**src/rtl/pulse_len_detector_if.sv**
```systemverilog
// rtl/pulse_len_detector_if.sv - bundled stimulus/result signals of the pulse-length detector
interface pulse_len_detector_if #(
    parameter int CH = 4,
    parameter int CW = 5
);
    logic [CH-1:0]    a;
    logic             mode;
    logic [CW-1:0]    lo;
    logic [CW-1:0]    hi;
    logic             clr;
    logic [CH-1:0]    s;
    logic [CH-1:0]    ovf;
    logic [CH*CW-1:0] len_o;

    modport master (
        output a, mode, lo, hi, clr,
        input  s, ovf, len_o
    );

    modport slave (
        input  a, mode, lo, hi, clr,
        output s, ovf, len_o
    );
endinterface

```
**src/rtl/pulse_len_detector.sv**
```systemverilog
// rtl/pulse_len_detector.sv - multi-channel pulse-length window strobe / debouncer
module pulse_len_detector #(
    parameter int CH = 4,
    parameter int CW = 5
) (
    input  logic                 clk,
    input  logic                 rst,
    pulse_len_detector_if.slave  bus
);
    localparam logic [CW-1:0] CMAX = {CW{1'b1}};
    localparam logic [CW-1:0] ONE  = {{(CW-1){1'b0}}, 1'b1};

    typedef enum logic [1:0] {
        ST_IDLE,
        ST_RUN,
        ST_SAT
    } state_t;

    state_t        state_q [CH];
    state_t        state_d [CH];
    logic [CW-1:0] cnt_q   [CH];
    logic [CW-1:0] cnt_d   [CH];
    logic [CW-1:0] len_q   [CH];
    logic [CW-1:0] len_d   [CH];
    logic [CH-1:0] sat_q, sat_d;
    logic [CH-1:0] s_q, s_d;
    logic [CH-1:0] ovf_q, ovf_d;
    logic [CH-1:0] ovf_set;
    logic          mode_q, mode_d;
    logic          mode_chg;
    logic [CW-1:0] lo_eff;

    always_comb begin
        mode_d   = bus.mode;
        mode_chg = (bus.mode != mode_q);
        // A zero lower bound would accept nothing new: every pulse is at least one sample.
        lo_eff   = (bus.lo == '0) ? ONE : bus.lo;
        ovf_set  = '0;
        sat_d    = sat_q;
        s_d      = s_q;
        for (int i = 0; i < CH; i++) begin
            state_d[i] = state_q[i];
            cnt_d[i]   = cnt_q[i];
            len_d[i]   = len_q[i];
            if (mode_chg) begin
                state_d[i] = ST_IDLE;
                cnt_d[i]   = '0;
                sat_d[i]   = 1'b0;
                s_d[i]     = 1'b0;
            end else if (bus.a[i]) begin
                if (cnt_q[i] == CMAX) begin
                    cnt_d[i]   = cnt_q[i];
                    sat_d[i]   = 1'b1;
                    ovf_set[i] = 1'b1;
                    state_d[i] = ST_SAT;
                end else begin
                    cnt_d[i]   = cnt_q[i] + ONE;
                    state_d[i] = (cnt_d[i] == CMAX) ? ST_SAT : ST_RUN;
                end
                // Debounce level latches once the threshold is reached and holds through SAT.
                s_d[i] = mode_q ? (s_q[i] | (cnt_d[i] == lo_eff)) : 1'b0;
            end else begin
                state_d[i] = ST_IDLE;
                cnt_d[i]   = '0;
                sat_d[i]   = 1'b0;
                s_d[i]     = 1'b0;
                if (state_q[i] != ST_IDLE) begin
                    len_d[i] = cnt_q[i];
                    if (!mode_q) begin
                        s_d[i] = !sat_q[i] && (cnt_q[i] >= lo_eff) && (cnt_q[i] <= bus.hi);
                    end
                end
            end
        end
        // A new overflow wins over a simultaneous clear.
        ovf_d = ovf_set | (ovf_q & ~{CH{bus.clr}});
    end

    always_ff @(posedge clk or posedge rst) begin
        if (rst) begin
            mode_q <= 1'b0;
            sat_q  <= '0;
            s_q    <= '0;
            ovf_q  <= '0;
            for (int i = 0; i < CH; i++) begin
                state_q[i] <= ST_IDLE;
                cnt_q[i]   <= '0;
                len_q[i]   <= '0;
            end
        end else begin
            mode_q <= mode_d;
            sat_q  <= sat_d;
            s_q    <= s_d;
            ovf_q  <= ovf_d;
            for (int i = 0; i < CH; i++) begin
                state_q[i] <= state_d[i];
                cnt_q[i]   <= cnt_d[i];
                len_q[i]   <= len_d[i];
            end
        end
    end

    always_comb begin
        bus.s   = s_q;
        bus.ovf = ovf_q;
        for (int i = 0; i < CH; i++) begin
            bus.len_o[i*CW +: CW] = len_q[i];
        end
    end
endmodule

```
**src/flat_wrapper.sv**
```systemverilog
// flat-port wrapper written by rule: the top's interface ports become plain ports
module pulse_len_detector_flat 
#(
    parameter int CH = 4,
    parameter int CW = 5
)
  (clk, rst, bus_a, bus_mode, bus_lo, bus_hi, bus_clr, bus_s, bus_ovf, bus_len_o);
  pulse_len_detector_if #(.CH(CH), .CW(CW)) bus_i ();
  input  logic clk;
  input  logic rst;
  input wire logic [$bits(bus_i.a)-1:0] bus_a;
  input wire logic [$bits(bus_i.mode)-1:0] bus_mode;
  input wire logic [$bits(bus_i.lo)-1:0] bus_lo;
  input wire logic [$bits(bus_i.hi)-1:0] bus_hi;
  input wire logic [$bits(bus_i.clr)-1:0] bus_clr;
  output wire logic [$bits(bus_i.s)-1:0] bus_s;
  output wire logic [$bits(bus_i.ovf)-1:0] bus_ovf;
  output wire logic [$bits(bus_i.len_o)-1:0] bus_len_o;
  assign bus_i.a = bus_a;
  assign bus_i.mode = bus_mode;
  assign bus_i.lo = bus_lo;
  assign bus_i.hi = bus_hi;
  assign bus_i.clr = bus_clr;
  assign bus_s = bus_i.s;
  assign bus_ovf = bus_i.ovf;
  assign bus_len_o = bus_i.len_o;
  pulse_len_detector #(.CH(CH), .CW(CW)) u_core (.clk(clk), .rst(rst), .bus(bus_i));
endmodule
```
**config.mk**
```make
export PLATFORM = sky130hd
export DESIGN_NAME = pulse_len_detector_flat
export DESIGN_NICKNAME = d
export VERILOG_FILES = /design/src/rtl/pulse_len_detector_if.sv /design/src/rtl/pulse_len_detector.sv /design/src/flat_wrapper.sv
export SDC_FILE = /design/constraint.sdc
export NUM_CORES = 1
export LEC_CHECK = 0
export CAP_MARGIN = 5
export CORE_UTILIZATION = 49
export DETAILED_ROUTE_END_ITERATION = 8
export HOLD_SLACK_MARGIN = 0.12
export PLACE_DENSITY = 0.83
export SETUP_SLACK_MARGIN = 0.3
export SYNTH_ARGS = -nofsm -noshare
export SYNTH_HDL_FRONTEND = slang
export SYNTH_SLANG_ARGS = --single-unit
```
**constraint.sdc**
```tcl
create_clock -name clk -period 2.4 [get_ports clk]
set_clock_uncertainty 0.1 [all_clocks]
set_input_delay 0.24 -clock clk [delete_from_list [all_inputs] [get_ports clk]]
set_output_delay 0.24 -clock clk [all_outputs]
set_load 0.03 [all_outputs]
```
== Word level (Yosys, flattened, before mapping) ==
Cells that the tools add are included.

* Output and inout bits: 28
* Flip-flop bits (word level): 61
* Logic and storage cells: 162
* Input port bits: 18

* Bitwise gates (word level): 12
* Magnitude comparators: 8
* Reductions and logical operators: 21
* $add $sub $neg: 4
* Equal/unequal tests: 17
* Multiplexer cells: 81

{| class="wikitable"
|+ Operators by type and width
! cell !! number
|-
| 5-bit 2-to-1 mux || 21
|-
| 1-bit 2-to-1 mux || 44
|-
| 5-bit == test (second input constant) || 8
|-
| 2-bit 2-to-1 mux || 16
|-
| 5-bit by 1-bit adder with 5-bit output (second input constant) || 4
|-
| 5-bit == test || 4
|-
| 5-bit >= comparator || 4
|-
| 5-bit less-or-equal comparator || 4
|-
| 3-bit by 1-bit != test with 1-bit output (second input constant) || 4
|-
| 3-bit AND reduction || 4
|-
| 1-bit logical AND || 8
|-
| 2-bit nonzero test || 4
|-
| 5-bit logical NOT || 1
|-
| 1-bit inverter || 5
|-
| 4-bit bitwise AND || 1
|-
| 1-bit logical NOT || 4
|-
| 4-bit inverter || 1
|-
| 1-bit bitwise OR || 4
|-
| 4-bit bitwise OR || 1
|-
| 1-bit != test || 1
|}

== Longest topological paths before layout ==
* Depth in word-level cells: 9
* Gate-level depth with buffers: 10
* Mapped depth without buffers: 9

== Least setup slack after synthesis ==
OpenSTA, ideal clock, no wires.

* Path type: register to register
* Start: register u_core.cnt_q[16] (netlist bit)
* End: register u_core.s_q[0] (netlist: u_core.bus.s[0])
* Library setup time: 0.080 ns
* Cell stages (with the launch flop): 11
* Buffers on the path: 1
* Arrival: 2.127 ns
* Clock period less this slack: 2.308 ns
* Required time: 2.220 ns
* Setup slack: 0.092 ns
* Cell sequence: dfrtp_1 -> ha_1 -> nand3_1 -> inv_1 -> ha_1 -> buf_4 -> nor2b_1 -> xnor2_1 -> xnor2_1 -> or4_4 -> o211ai_2

* Longest elaborated chain between the ends: 9
* Elaborated cells on any way between the ends: 16
* Classes of those cells: add/sub (1); order compare (2); eq/ne (2); mux (8); bitwise (1); reduce/logical (2)

{| class="wikitable"
|+ RTL lines
! item !! RTL line !! source
|-
| start: declaration || pulse_len_detector.sv:21 || <nowiki>logic [CW-1:0] cnt_q [CH];</nowiki>
|-
| start signal: indexed assignment || pulse_len_detector.sv:97 || <nowiki>cnt_q[i] <= cnt_d[i];</nowiki>
|-
| 5-bit by 1-bit adder with 5-bit output / 5-bit == test (equally long branches) || pulse_len_detector.sv:57, pulse_len_detector.sv:51 ||
|-
| 5-bit 2-to-1 mux || pulse_len_detector.sv:51 || <nowiki>if (cnt_q[i] == CMAX) begin</nowiki>
|-
| 5-bit 2-to-1 mux || pulse_len_detector.sv:50 || <nowiki>end else if (bus.a[i]) begin</nowiki>
|-
| 5-bit 2-to-1 mux || pulse_len_detector.sv:45 || <nowiki>if (mode_chg) begin</nowiki>
|-
| 5-bit == test || pulse_len_detector.sv:61 || <nowiki>s_d[i] = mode_q ? (s_q[i] | (cnt_d[i] == lo_eff)) : 1'b0;</nowiki>
|-
| 1-bit bitwise OR || pulse_len_detector.sv:61 ||
|-
| 1-bit 2-to-1 mux || pulse_len_detector.sv:61 ||
|-
| 1-bit 2-to-1 mux (*) || pulse_len_detector.sv:50 ||
|-
| 1-bit 2-to-1 mux (*) || pulse_len_detector.sv:45 ||
|-
| via u_core.s_d[0] || pulse_len_detector.sv:26 || <nowiki>logic [CH-1:0] s_q, s_d;</nowiki>
|-
| end signal: assignment || pulse_len_detector.sv:83 || <nowiki>s_q <= '0;</nowiki>
|-
| end signal: assignment || pulse_len_detector.sv:93 || <nowiki>s_q <= s_d;</nowiki>
|-
| end: declaration || pulse_len_detector.sv:26 ||
|}

Mark *: on every way through the listed nets, which the timed path passes. The rest lies on a longest branch. The select of a mux whose other input is x is not followed.
A chain may end at the register's enable or synchronous reset.

== Worst setup path in the final report ==
* Start: register u_core.cnt_q[6] (netlist bit)
* End: register u_core.s_q[2] (netlist: u_core.bus.s[2])

The elaborated chain is that of the path after synthesis.

==> impl.org <==
** Global routing
- Via count of the first global-routing pass :: 3506
- Number of antenna violations at the first check in global routing :: 1
- Global route total overflow :: 0
- Entering global routing, the biggest net connects 62 pins.
- Wire length of the first global-routing pass :: 16800 um
- All-layer global routing usage :: 26.0%

** STA
- The worst path in the final design needs a cycle of 2180 ps, including I/O delays and setup.
- Pin slew with the least headroom to its limit :: 499 ps
- Final Hold Viols :: 0
- Max-slew violations :: 0
- In this run the tightest slew margin relative to its limit is 66.6%.
- Based on the critical path, the design can be clocked at up to 459 MHz.
- Unrepaired setup endpoints after global routing :: true
- Final cycle utilization of the critical path :: 90.9%
- Final setup violation count :: 0
- Final hold analysis gives a worst-case slack of 156 ps.
- Summed negative setup slack over all endpoints :: 0 ps

** Power and ir drop
- Pint :: 1.89 mW
- Summed over all nets, the switching power comes to 0.732 mW.
- Net switching is 27.9% of the power.
- Per report_power, the clock group accounts for 38.2% of the total.
- IR analysis of the VDD net gives a maximum drop of 380 uV.
- In this run the static leakage power is 2.54 nW.
- Sequential cells burn 41.8% of the power.
- Combinational share of power :: 20.0%
- Areal power density over the cells :: 484 nW/um^2

** Routing
- Dividing the detail-routed wire length by the instance count gives 17.6 um.
- The final layout contains routed wiring with a total length of 10600 um.
- Detailed router's first-iteration violation count :: 213
- Post-DR vias/cell :: 5.61
- Via count :: 3385
- In the routed design, unresolved DRC markers number 0.
- The first TritonRoute pass finished after 5 iterations.
- Number of routed nets with antenna violations :: 0

** Synth
- Sequential-to-total area share from yosys stat :: 38.3%
- The synthesized design contains 61 register bits.
- Synthesis warning total :: 0
- The most used flip-flop cell after synthesis is sky130_fd_sc_hd__dfrtp_1.
- Main area contributors after synthesis :: sky130_fd_sc_hd__dfrtp_1 38%, sky130_fd_sc_hd__ha_1 18%, sky130_fd_sc_hd__mux2_2 5.7%
- Cells after Synth :: 397
- Number of nets in the synthesized netlist :: 471
- Average cell area after synthesis :: 10.0 um^2
- In this run the biggest area consumer among cell types represents 38.3% of the synthesized area.
- Count of distinct cell types in the synthesized netlist :: 41
- Most used standard cells in the synthesized netlist :: 61 x sky130_fd_sc_hd__dfrtp_1, 56 x sky130_fd_sc_hd__ha_1, 45 x sky130_fd_sc_hd__nor2_1
- Post-Syn Area :: 3990 um^2
- The synthesized design spends more area on one cell type than any other, namely sky130_fd_sc_hd__dfrtp_1.
- Yosys mapped a number of flops with a built-in enable equal to 0.
- Async set or reset register ratio after synthesis :: 100%
- sky130_fd_sc_hd__dfrtp_1 is the most common cell in the netlist.

** Run
- # Max-Cap Violations :: 0

** Finish
- Once layout is complete, the cells apart from fillers number 603.
- Of the cells placed in the final design, the portion with a size suffix greater than 1 is 25.8%.
- Layout-stage area growth over the synthesis result :: 35.8%
- At the end of the flow the core is filled with cells to 69.3%.
- Final nets :: 569

** CTS
- TritonCTS sink count :: 61
- CTS tree :: yes
- Root buffer cell :: sky130_fd_sc_hd__clkbuf_8
- Clock slew at reported path FFs :: 70 ps
- Count of H-tree levels built during CTS :: 3
- For the worst-skew pair, the clock arrives at the later sink with an insertion delay of 350 ps.
- TritonCTS created 9 clock buffers.
- In this run the deepest clock path goes through 2 buffers.

** Status
- Result of the run :: finished, final reports clean

** Critical path
- The startpoint identified for the worst register-to-register timing path is u_core.cnt_q[6].
- CP max stage delay :: 480 ps
- The worst setup path is captured at a register.
- Critical path launch point type :: register
- Arrival @ worst endpoint :: 2340 ps
- Chain of cells forming the critical path :: ha_4 > nand3_4 > inv_2 > ha_4 > nor2b_2 > xnor2_2 > xnor2_1 > or4_1 > o21ai_1
- Max stage delay cell, worst path :: sky130_fd_sc_hd__or4_1
- The most numerous cell type found on the critical path is sky130_fd_sc_hd__ha_4.
- Along the worst path, the maximum fanout reaches 6.
- Endpoint of the lowest-slack register-to-register path :: u_core.bus.s[2]
- Setup slack on the worst flop-to-flop path :: 220 ps
- The number of cells on the worst reg-to-reg path is 9.
- For the worst setup path, the data required time is 2560 ps.
- Startpoint-to-endpoint class of the critical path :: reg -> reg

** Placed design
- In this run, placement finished with an instance count of 566.
- Summed over all nets, the half-perimeter wirelength after detailed placement is 7370 um.
- Final weighted congestion in routability-driven placement :: 0.905
- Number of input and output port buffers inserted :: 45

** Min path
- In this run the worst hold path is classified as in -> async.

** Die
- Initial Util :: 51.0%
- 46 I/O pins were placed.
- In this run the standard cell core region covers 7810 um^2.
- Standard-cell row count :: 32
- Total die area :: 8500 um^2
- Die width :: 92.2 um
- From bottom edge to top edge, the die measures 92.2 um.
==> power by group through the flow <==
stage	clock network, mW	registers, mW	logic, mW
after global routing	1.07	1.10	0.570
after floorplan	0	1.16	0.216
after CTS	1.02	1.09	0.496
after global placement	0	1.11	0.448
final	1.00	1.09	0.524
after detailed placement	0	1.11	0.468
==> worst max-delay path, delay by kind of cell, from the launching register on <==
kind	cells	cell delay, ps
xor gates and xnor gates	2	230
adders and majority gates	2	380
buffers and inverters	1	40
AOI/OAI and AO/OA	1	180
DFF	1	430
and+or+nand+nor	3	700
==> sequential cells by signal, summed over array words and instances (netlist names) <==
register,flops
u_core.bus.len_o,20
u_core.bus.s,4
u_core.state_q,8
u_core.bus.ovf,4
u_core.mode_q,1
u_core.cnt_q,20
u_core.sat_q,4
==> cell families after synthesis <==
group	share of synthesized area, %
AO/OA/AOI/OAI	9.20
buffers and inverters	4.83
adder cells (fa/ha/maj)	17.6
XOR/XNOR	9.23
multiplexers	6.15
flip-flops	38.3
AND/OR/NAND/NOR	14.7
==> what timing repair did <==
item | 4_1_cts | 5_1_grt
endpoints found under the setup margin | 4 | 4
hold buffers | 0 | 0
gates cloned | 0 | 0
gates resized for setup | 22 | 15
buffers inserted | 10 | 10
pin swaps | 9 | 7
==> layout by cell type (no fill, tap or decap), types with 3 or more instances in the layout <==
cell and count:
sky130_fd_sc_hd__nand2_1 14, sky130_fd_sc_hd__or4_1 4, sky130_fd_sc_hd__buf_4 53, sky130_fd_sc_hd__o31a_1 4, sky130_fd_sc_hd__ha_4 9, sky130_fd_sc_hd__inv_1 22, sky130_fd_sc_hd__and4_1 3, sky130_fd_sc_hd__nor2_1 45
sky130_fd_sc_hd__a21oi_1 12, sky130_fd_sc_hd__a41o_1 3, sky130_fd_sc_hd__nor2b_1 4, sky130_fd_sc_hd__ha_1 47, sky130_fd_sc_hd__xor2_2 3, sky130_fd_sc_hd__clkinvlp_4 4, sky130_fd_sc_hd__nand4_1 4, sky130_fd_sc_hd__o211ai_1 4
sky130_fd_sc_hd__o21bai_1 4, sky130_fd_sc_hd__xor2_1 14, sky130_fd_sc_hd__xnor2_1 21, sky130_fd_sc_hd__clkbuf_8 9, sky130_fd_sc_hd__inv_2 6, sky130_fd_sc_hd__dfrtp_1 61, sky130_fd_sc_hd__nand3_1 15, sky130_fd_sc_hd__o22ai_1 5
sky130_fd_sc_hd__clkdlybuf4s50_1 45, sky130_fd_sc_hd__nand3_4 3, sky130_fd_sc_hd__nor2b_2 3, sky130_fd_sc_hd__nor4_1 3, sky130_fd_sc_hd__nand2b_1 7, sky130_fd_sc_hd__xnor2_2 3, sky130_fd_sc_hd__mux2_2 20, sky130_fd_sc_hd__nand4b_1 3
sky130_fd_sc_hd__o21ai_0 10
==> metrics by stage <==
stage / worst slack (ps) / total power [mW] / cell area, um^2
after floorplan: 220 / 1.38 / 4060
after global placement: 82.9 / 1.55 / 4820
after detailed placement: 12.3 / 1.58 / 4820
after CTS: 305 / 2.61 / 5230
after global routing: 146 / 2.74 / 5410
final: 220 / 2.62 / 5410
==> worst max-delay path by stage <==
stage / endpoint / from
2_1_floorplan: u_core.bus.s[0] / u_core.cnt_q[16]
3_3_place_gp: u_core.bus.s[2] / bus_lo[2]
3_5_place_dp: u_core.bus.s[2] / bus_lo[2]
4_1_cts: u_core.bus.s[1] / u_core.cnt_q[11]
5_1_grt: u_core.bus.s[2] / u_core.cnt_q[6]
6_report: u_core.bus.s[2] / u_core.cnt_q[6]
==> per-layer routing <==
metal	routed length (um)	track usage, %	vias up
met3	711	6.72	42
li1	-	-	1574
met4	345	11.1	0
met2	5230	43.5	139
met5	0	0	-
met1	4320	31.7	1630
==> final cells by class <==
class	count	area, um^2
multi-input combinational	293	2550
fill	589	2390
sequential	61	1530
timing repair buffer	99	868
clock buffer	10	128
tap	102	128
inverter	31	121
clock inverter	6	87.6
antenna	1	2.50
Note: power is estimated with default switching activity, not from simulation.
